==> src/rtl/mem_dump_unit.sv <==
// Streams DEPTH consecutive memory words from START_ADDR over a valid/ready port.
// Define MEM_DUMP_CHECKSUM_EN to append a WIDTH-bit running-sum beat after the data.
module mem_dump_unit #(
    parameter int WIDTH        = 8,
    parameter int DEPTH        = 16,
    parameter int START_ADDR   = 0,
    parameter int READ_LATENCY = 1
) (
    input  logic             CLOCK,
    input  logic             RESET,
    input  logic             start,
    output logic [WIDTH-1:0] mem_addr_bus,
    output logic             mem_rd_en,
    input  logic [WIDTH-1:0] mem_read_bus,
    output logic [WIDTH-1:0] dump_data,
    output logic             dump_valid,
    input  logic             dump_ready,
    output logic             dump_last,
    output logic             busy,
    output logic             done
);

    localparam int CW = $clog2(DEPTH + 1);
    localparam int LW = 2;

    typedef enum logic [2:0] {
        IDLE,
        READ,
        WAIT,
        SEND,
`ifdef MEM_DUMP_CHECKSUM_EN
        CSUM,
`endif
        DONE
    } state_t;

    state_t           state_q, state_d;
    logic [WIDTH-1:0] addr_q, addr_d;
    logic [CW-1:0]    cnt_q, cnt_d;
    logic [LW-1:0]    lat_q, lat_d;
    logic [WIDTH-1:0] mem_addr_q, mem_addr_d;
    logic             mem_rd_en_q, mem_rd_en_d;
    logic [WIDTH-1:0] dump_data_q, dump_data_d;
    logic             dump_valid_q, dump_valid_d;
    logic             dump_last_q, dump_last_d;
    logic             busy_q, busy_d;
    logic             done_q, done_d;
    logic             last_word;
`ifdef MEM_DUMP_CHECKSUM_EN
    logic [WIDTH-1:0] sum_q, sum_d;
    logic             csum_beat_q, csum_beat_d;
`endif

    assign last_word = (cnt_q == CW'(DEPTH - 1));

    always_comb begin
        state_d      = state_q;
        addr_d       = addr_q;
        cnt_d        = cnt_q;
        lat_d        = lat_q;
        mem_addr_d   = mem_addr_q;
        mem_rd_en_d  = 1'b0;
        dump_data_d  = dump_data_q;
        dump_valid_d = dump_valid_q;
        dump_last_d  = dump_last_q;
        busy_d       = busy_q;
        done_d       = 1'b0;
`ifdef MEM_DUMP_CHECKSUM_EN
        sum_d        = sum_q;
        csum_beat_d  = csum_beat_q;
`endif
        case (state_q)
            IDLE: begin
                if (start) begin
                    state_d     = READ;
                    addr_d      = WIDTH'(START_ADDR);
                    mem_addr_d  = WIDTH'(START_ADDR);
                    cnt_d       = '0;
                    mem_rd_en_d = 1'b1;
                    busy_d      = 1'b1;
`ifdef MEM_DUMP_CHECKSUM_EN
                    sum_d       = '0;
                    csum_beat_d = 1'b0;
`endif
                end
            end
            READ: begin
                state_d = WAIT;
                lat_d   = LW'(READ_LATENCY - 1);
            end
            WAIT: begin
                if (lat_q == '0) begin
                    state_d      = SEND;
                    dump_data_d  = mem_read_bus;
                    dump_valid_d = 1'b1;
`ifdef MEM_DUMP_CHECKSUM_EN
                    dump_last_d  = 1'b0;
`else
                    dump_last_d  = last_word;
`endif
                end else begin
                    lat_d = lat_q - 1'b1;
                end
            end
            SEND: begin
                if (dump_valid_q && dump_ready) begin
                    dump_valid_d = 1'b0;
                    dump_last_d  = 1'b0;
`ifdef MEM_DUMP_CHECKSUM_EN
                    if (csum_beat_q) begin
                        state_d = DONE;
                        busy_d  = 1'b0;
                        done_d  = 1'b1;
                    end else begin
                        sum_d = sum_q + dump_data_q;
                        if (last_word) begin
                            state_d = CSUM;
                        end else begin
                            state_d     = READ;
                            cnt_d       = cnt_q + 1'b1;
                            addr_d      = addr_q + 1'b1;
                            mem_addr_d  = addr_q + 1'b1;
                            mem_rd_en_d = 1'b1;
                        end
                    end
`else
                    if (last_word) begin
                        state_d = DONE;
                        busy_d  = 1'b0;
                        done_d  = 1'b1;
                    end else begin
                        state_d     = READ;
                        cnt_d       = cnt_q + 1'b1;
                        addr_d      = addr_q + 1'b1;
                        mem_addr_d  = addr_q + 1'b1;
                        mem_rd_en_d = 1'b1;
                    end
`endif
                end
            end
`ifdef MEM_DUMP_CHECKSUM_EN
            // sum_q already includes the final data word here
            CSUM: begin
                state_d      = SEND;
                dump_data_d  = sum_q;
                dump_valid_d = 1'b1;
                dump_last_d  = 1'b1;
                csum_beat_d  = 1'b1;
            end
`endif
            DONE: state_d = IDLE;
            default: state_d = IDLE;
        endcase
    end

    always_ff @(posedge CLOCK) begin
        if (RESET) begin
            state_q      <= IDLE;
            addr_q       <= WIDTH'(START_ADDR);
            cnt_q        <= '0;
            lat_q        <= '0;
            mem_addr_q   <= '0;
            mem_rd_en_q  <= 1'b0;
            dump_data_q  <= '0;
            dump_valid_q <= 1'b0;
            dump_last_q  <= 1'b0;
            busy_q       <= 1'b0;
            done_q       <= 1'b0;
`ifdef MEM_DUMP_CHECKSUM_EN
            sum_q        <= '0;
            csum_beat_q  <= 1'b0;
`endif
        end else begin
            state_q      <= state_d;
            addr_q       <= addr_d;
            cnt_q        <= cnt_d;
            lat_q        <= lat_d;
            mem_addr_q   <= mem_addr_d;
            mem_rd_en_q  <= mem_rd_en_d;
            dump_data_q  <= dump_data_d;
            dump_valid_q <= dump_valid_d;
            dump_last_q  <= dump_last_d;
            busy_q       <= busy_d;
            done_q       <= done_d;
`ifdef MEM_DUMP_CHECKSUM_EN
            sum_q        <= sum_d;
            csum_beat_q  <= csum_beat_d;
`endif
        end
    end

    assign mem_addr_bus = mem_addr_q;
    assign mem_rd_en    = mem_rd_en_q;
    assign dump_data    = dump_data_q;
    assign dump_valid   = dump_valid_q;
    assign dump_last    = dump_last_q;
    assign busy         = busy_q;
    assign done         = done_q;

endmodule
==> config.mk <==
export PLATFORM = sky130hd
export DESIGN_NAME = mem_dump_unit
export DESIGN_NICKNAME = d
export VERILOG_FILES = /design/src/rtl/mem_dump_unit.sv
export SDC_FILE = /design/constraint.sdc
export NUM_CORES = 1
export LEC_CHECK = 0
export BUFFER_PORTS_ARGS = -buffer_cell sky130_fd_sc_hd__buf_2
export CAP_MARGIN = 20
export CORE_MARGIN = 1
export CORE_UTILIZATION = 45
export DETAILED_ROUTE_END_ITERATION = 8
export GPL_ROUTABILITY_DRIVEN = 1
export PLACE_DENSITY = 0.73
export SETUP_SLACK_MARGIN = 0.3
export SYNTH_ARGS = -nofsm -noshare
export SYNTH_HDL_FRONTEND = slang
export SYNTH_SLANG_ARGS = --single-unit
==> constraint.sdc <==
create_clock -name CLOCK -period 1.7 [get_ports CLOCK]
set_input_delay 0.17 -clock CLOCK [delete_from_list [all_inputs] [get_ports CLOCK]]
set_output_delay 0.17 -clock CLOCK [all_outputs]
set_load 0.05 [all_outputs]
-- Word level (Yosys, flattened, before mapping)
Index checks and enable logic that the tools add are counted.
- memories kept: 0
- logic and storage cells: 67
- memory bits (read-only): 0
- register bits after elaboration: 31
- latch bits: 0
- output and inout port bits: 21
- RAM bits: 0
- input bits: 12
- $mul: 0
- shifts and indexed selects: 0
- multiplexer cells: 29
- bitwise logic cells: 2
- eq/ne operators: 10
- reductions and logical operators: 13
- div/mod/pow operators: 0
- add/sub/neg operators: 3
- $lt $le $gt $ge: 0
- operators with widths (operator ; count):
    $mux W8 ; 3
    $pmux W8 S2 ; 1
    $mux W5 ; 3
    $mux W3 ; 4
    $ne A2 B2 Y1 const B ; 6
    $pmux W3 S4 ; 1
    $mux W1 ; 10
    $pmux W5 S2 ; 1
    $add A8 B1 Y8 const B ; 1
    $pmux W1 S2 ; 4
    $reduce_and A4 Y1 ; 2
    $eq A3 B2 Y1 const B ; 2
    $reduce_and A3 Y1 ; 2
    $reduce_bool A2 Y1 ; 3
    $add A5 B1 Y5 const B ; 1
    $eq A5 B4 Y1 const B ; 1
    $pmux W2 S2 ; 1
    $reduce_and A2 Y1 ; 2
    $eq A3 B1 Y1 const B ; 1
    $logic_not A3 Y1 ; 1
    $reduce_or A3 Y1 ; 1
    $logic_not A2 Y1 ; 1
    $mux W2 ; 1
    $not A1 Y1 ; 2
    2 further kinds ; 2

-- Logic depth before layout (Yosys ltp)
- word-level depth: 4
- depth in mapped cells: 7
- depth with buffers taken out: 6

-- Worst setup path after synthesis
OpenSTA, ideal clock, no wires.
- path type: flip-flop to flip-flop
- from: reg cnt_q[0]
- to: reg mem_addr_q[3], in the netlist mem_addr_bus[3]
- arrival: 1581 ps
- data required time: 1547 ps
- cell stages (with the launch flop): 7
- setup time: 153 ps
- path slack: -34 ps
- path buffers: 0
- clock period less this slack: 1734 ps
- cells stage by stage: dfxtp_1 ha_1 and3_1 ha_1 nand3b_1 o211ai_4 a31oi_1
- cells in the longest elaborated chain, start to end: 3
- RTL lines (item ; line ; source):
    start, declared ; 39 ; logic [CW-1:0] cnt_q, cnt_d;
    start signal, assigned ; 176 ; cnt_q <= cnt_d;
    $eq A5 B4 Y1 ; 54 ; assign last_word = (cnt_q == CW'(DEPTH - 1));
    net last_word ; 48 ; logic last_word;
    $ne A2 B2 Y1 (no source line) ; - ;
    $reduce_and A4 Y1 (no source line) ; - ;
    end signal, assigned ; 178 ; mem_addr_q <= mem_addr_d;
    end, declared ; 41 ; logic [WIDTH-1:0] mem_addr_q, mem_addr_d;
The timed path passes the listed nets, and every way through them passes these cells.
A chain may end at the register's enable or synchronous reset.

-- Final worst setup path
- from: reg cnt_q[1]
- to: reg mem_addr_q[3], in the netlist mem_addr_bus[3]
The elaborated chain is that of the path after synthesis.

==> results.tsv <==
stage	metric	value	unit
detailed_routing	Routed wire per std cell	14.51	um
worst_setup_path	R2R Setup Slk	-0.01	ns
worst_setup_path	worst-path fanout max	4	
grt	first-pass GRT wire length	6003	um
outcome	failing checks	setup timing	
yosys	sequential cell area fraction in the yosys report	40.66	%
clock_network	clock slew at reported path FFs	0.10	ns
clock_network	clock tree from TritonCTS	yes	
placement	Placed Cells	238	
floorplanning	die area	0.003629	mm2
timing	max_slew headroom	75.21	%
yosys	Post-synth EDFFs	0	
timing	Worst Skew	0.009054	ns
layout	most common cell after layout, fill and taps aside	buf_2	
min_path	Hold Crit Start	mem_read_bus[5]	
power	VDD IR-drop max	0.4879	mV
yosys	top_reg_cell synth	dfxtp_1	
timing	final hold viol count	0	
placement	DP HPWL	2483	um
layout	ant diodes	0	
min_path	WHS Endpoint	dump_data[5]	
clock_network	hold_buf cts	0	
clock_network	H-tree Lvls	2	
power	PwrDens	793.4	mW/mm2
timing	final count of pins violating max slew	0	
yosys	synth unique cells	40	
worst_setup_path	FF-to-FF Start	cnt_q[1]	
detailed_routing	DRC	0	
yosys	Async SR Flop Fraction	0	%
power	P_leak	0.0007434	uW
min_path	Min-Delay Path Class	in2reg	
yosys	FF+latch count, synth	31	
timing	worst slew pin tran	0.3672	ns
floorplanning	Placement Rows	20	
timing	Final WS setup	-0.01386	ns
worst_setup_path	crit end category	register	
grt	pin count of the biggest net entering global routing	16	
min_path	Hold Path Depth	3	
placement	post-place instance area	0.001722	mm2
worst_setup_path	Critical path origin	cnt_q[1]	
clock_network	clock buffer depth	2	
yosys	YS warnings	0	
yosys	Gate Count Post-Synth	169	
layout	layout cells sized above 1	34.15	%
detailed_routing	initial DRC count	72	
timing	post-route minimum period	1.714	ns
grt	gr ovfl total	0	
timing	Final setup violation count	5	
detailed_routing	vias per inst	5.719	
floorplanning	Die Y	60.24	um
yosys	syn nets	186	
detailed_routing	via count	1424	
worst_setup_path	Setup CP Type	reg2reg	
layout	fin area	0.001851	mm2
placement	routability cong.	0.7776	
worst_setup_path	FF-to-FF End	mem_addr_bus[3]	
worst_setup_path	CP Data Required Time	1.92	ns
layout	Layout Cells excl Fill	249	
floorplanning	Initial Util	48.80	%
clock_network	Num CTS Buffers	5	
detailed_routing	drt total wl	3614	um
layout	synth-to-layout area growth	21.23	%
clock_network	Worst-Skew Late Latency	0.34	ns
outcome	status	finished, violations left	
floorplanning	Die W	60.24	um
timing	setup TNS	-0.03897	ns
timing	final worst path period share	100.8	%
worst_setup_path	Setup crit start kind	register	
detailed_routing	TritonRoute pass-1 iters	4	
yosys	mapped cell area	0.001526	mm2
floorplanning	IO Pins	33	
clock_network	clk root buf	clkbuf_4	
run	max cap viols	0	
layout	most frequent cells in the layout	buf_2, nand2_1, dfxtp_1	
placement	I/O Buffers	32	
detailed_routing	Detail Route Antenna Nets	0	
worst_setup_path	Register-to-Register Path Depth	7	
timing	RSZ-0062 raised after global routing	true	
floorplanning	core box area	0.003128	mm2
grt	Tot GR Track Use	23.04	%
yosys	Synth Area per Inst	9.032	um2
worst_setup_path	CP arrival	1.94	ns
layout	nets	222	
grt	number of global-route vias before repair	1312	
timing	Max Clk Rate	583.5	MHz
clock_network	clk sinks	31	
grt	initial antenna violation count	0	
-- where the power goes --
part	internal (uW)	leakage, uW	total, uW	switching (uW)
Combinational	78.8	0.000455	256	178
Sequential	751	0.000254	776	24.9
Clock	191	0.0000341	436	244
Total	1020	0.000743	1470	447
-- repair_timing --
action / in CTS / in global routing
pin swaps: 12 / 7
endpoints found under the setup margin: 14 / 26
cloned: 1 / 0
resized for setup: 3 / 5
buffers inserted: 3 / 0
-- sequential cells by signal, indices dropped and copies added, names as in the netlist --
register,count
busy,1
cnt_q,5
done,1
dump_data,8
dump_last,1
dump_valid,1
lat_q,2
mem_addr_bus,8
mem_rd_en,1
state_q,3
-- per-stage QoR --
stage,hold WS [ns],total power [uW],worst slack [ns],utilization [%]
final,0.06896,1468,-0.01386,59.16
after global routing,0.04851,1541,-0.06678,59.16
after CTS,0.04886,1478,-0.009311,58.76
after detailed placement,0.4194,1029,-0.03410,55.04
after global placement,0.4104,1021,0.03664,55.04
after floorplan,0.2597,981.2,0.06938,-
-- synthesized netlist by cell type, drive strengths merged, types with 3 or more instances --
cell / n / share of area [%]
a31oi: 10 / 4.1
o211ai: 9 / 5.7
and4bb: 3 / 2.5
o21ai: 5 / 1.6
clkbuf: 3 / 0.74
nand2: 26 / 6.4
nand2b: 3 / 1.2
nand3: 4 / 1.3
ha: 5 / 4.1
buf: 8 / 4.8
inv: 8 / 2.0
and3: 5 / 2.1
dfxtp: 31 / 41
nand3b: 3 / 1.7
a21oi: 19 / 6.2
and3b: 5 / 3.0
-- worst max path at each step --
stage / slack (ns) / to / cells after the start
global placement: 0.04 / mem_addr_bus[5] / 6
global route: -0.07 / mem_addr_bus[4] / 7
detailed placement: -0.03 / mem_addr_bus[5] / 6
CTS: -0.009 / mem_addr_bus[7] / 7
floorplan: 0.07 / mem_addr_bus[3] / 6
finish: -0.01 / mem_addr_bus[3] / 7
-- critical path, stage by stage, from the launching register on --
cell and delay [ns]:
dfxtp_2 0.35, ha_4 0.16, and3_4 0.16, ha_4 0.16, nand3b_1 0.26, buf_6 0.20, o211ai_4 0.21, a31oi_1 0.11
-- cell families (layout without fill, tap and decap cells) --
group	Yosys count	count (layout)	synth area share (%)
buf+inv	19	54	7.458
mux	2	2	1.312
flops	31	31	40.66
simple gates	62	62	25.00
compound gates	50	51	21.48
fa+ha+maj	5	5	4.098
-- metal layers --
| layer | track usage (%) | routed length [um] |
|---|---|---|
| met1 | 27.55 | 1556 |
| met2 | 36.42 | 1779 |
| met3 | 8.009 | 220 |
| met4 | 11.30 | 57 |
| met5 | 0 | 0 |
-- cell type report --
type	count	area, um2
timing repair buffer	39	216.5
tap	44	55.05
clock inverter	1	5.005
sequential	31	628.1
fill	278	1277
clock buffer	6	51.30
inverter	8	30.03
multi-input combinational	120	864.6
Power figures use the tool's default switching activity.
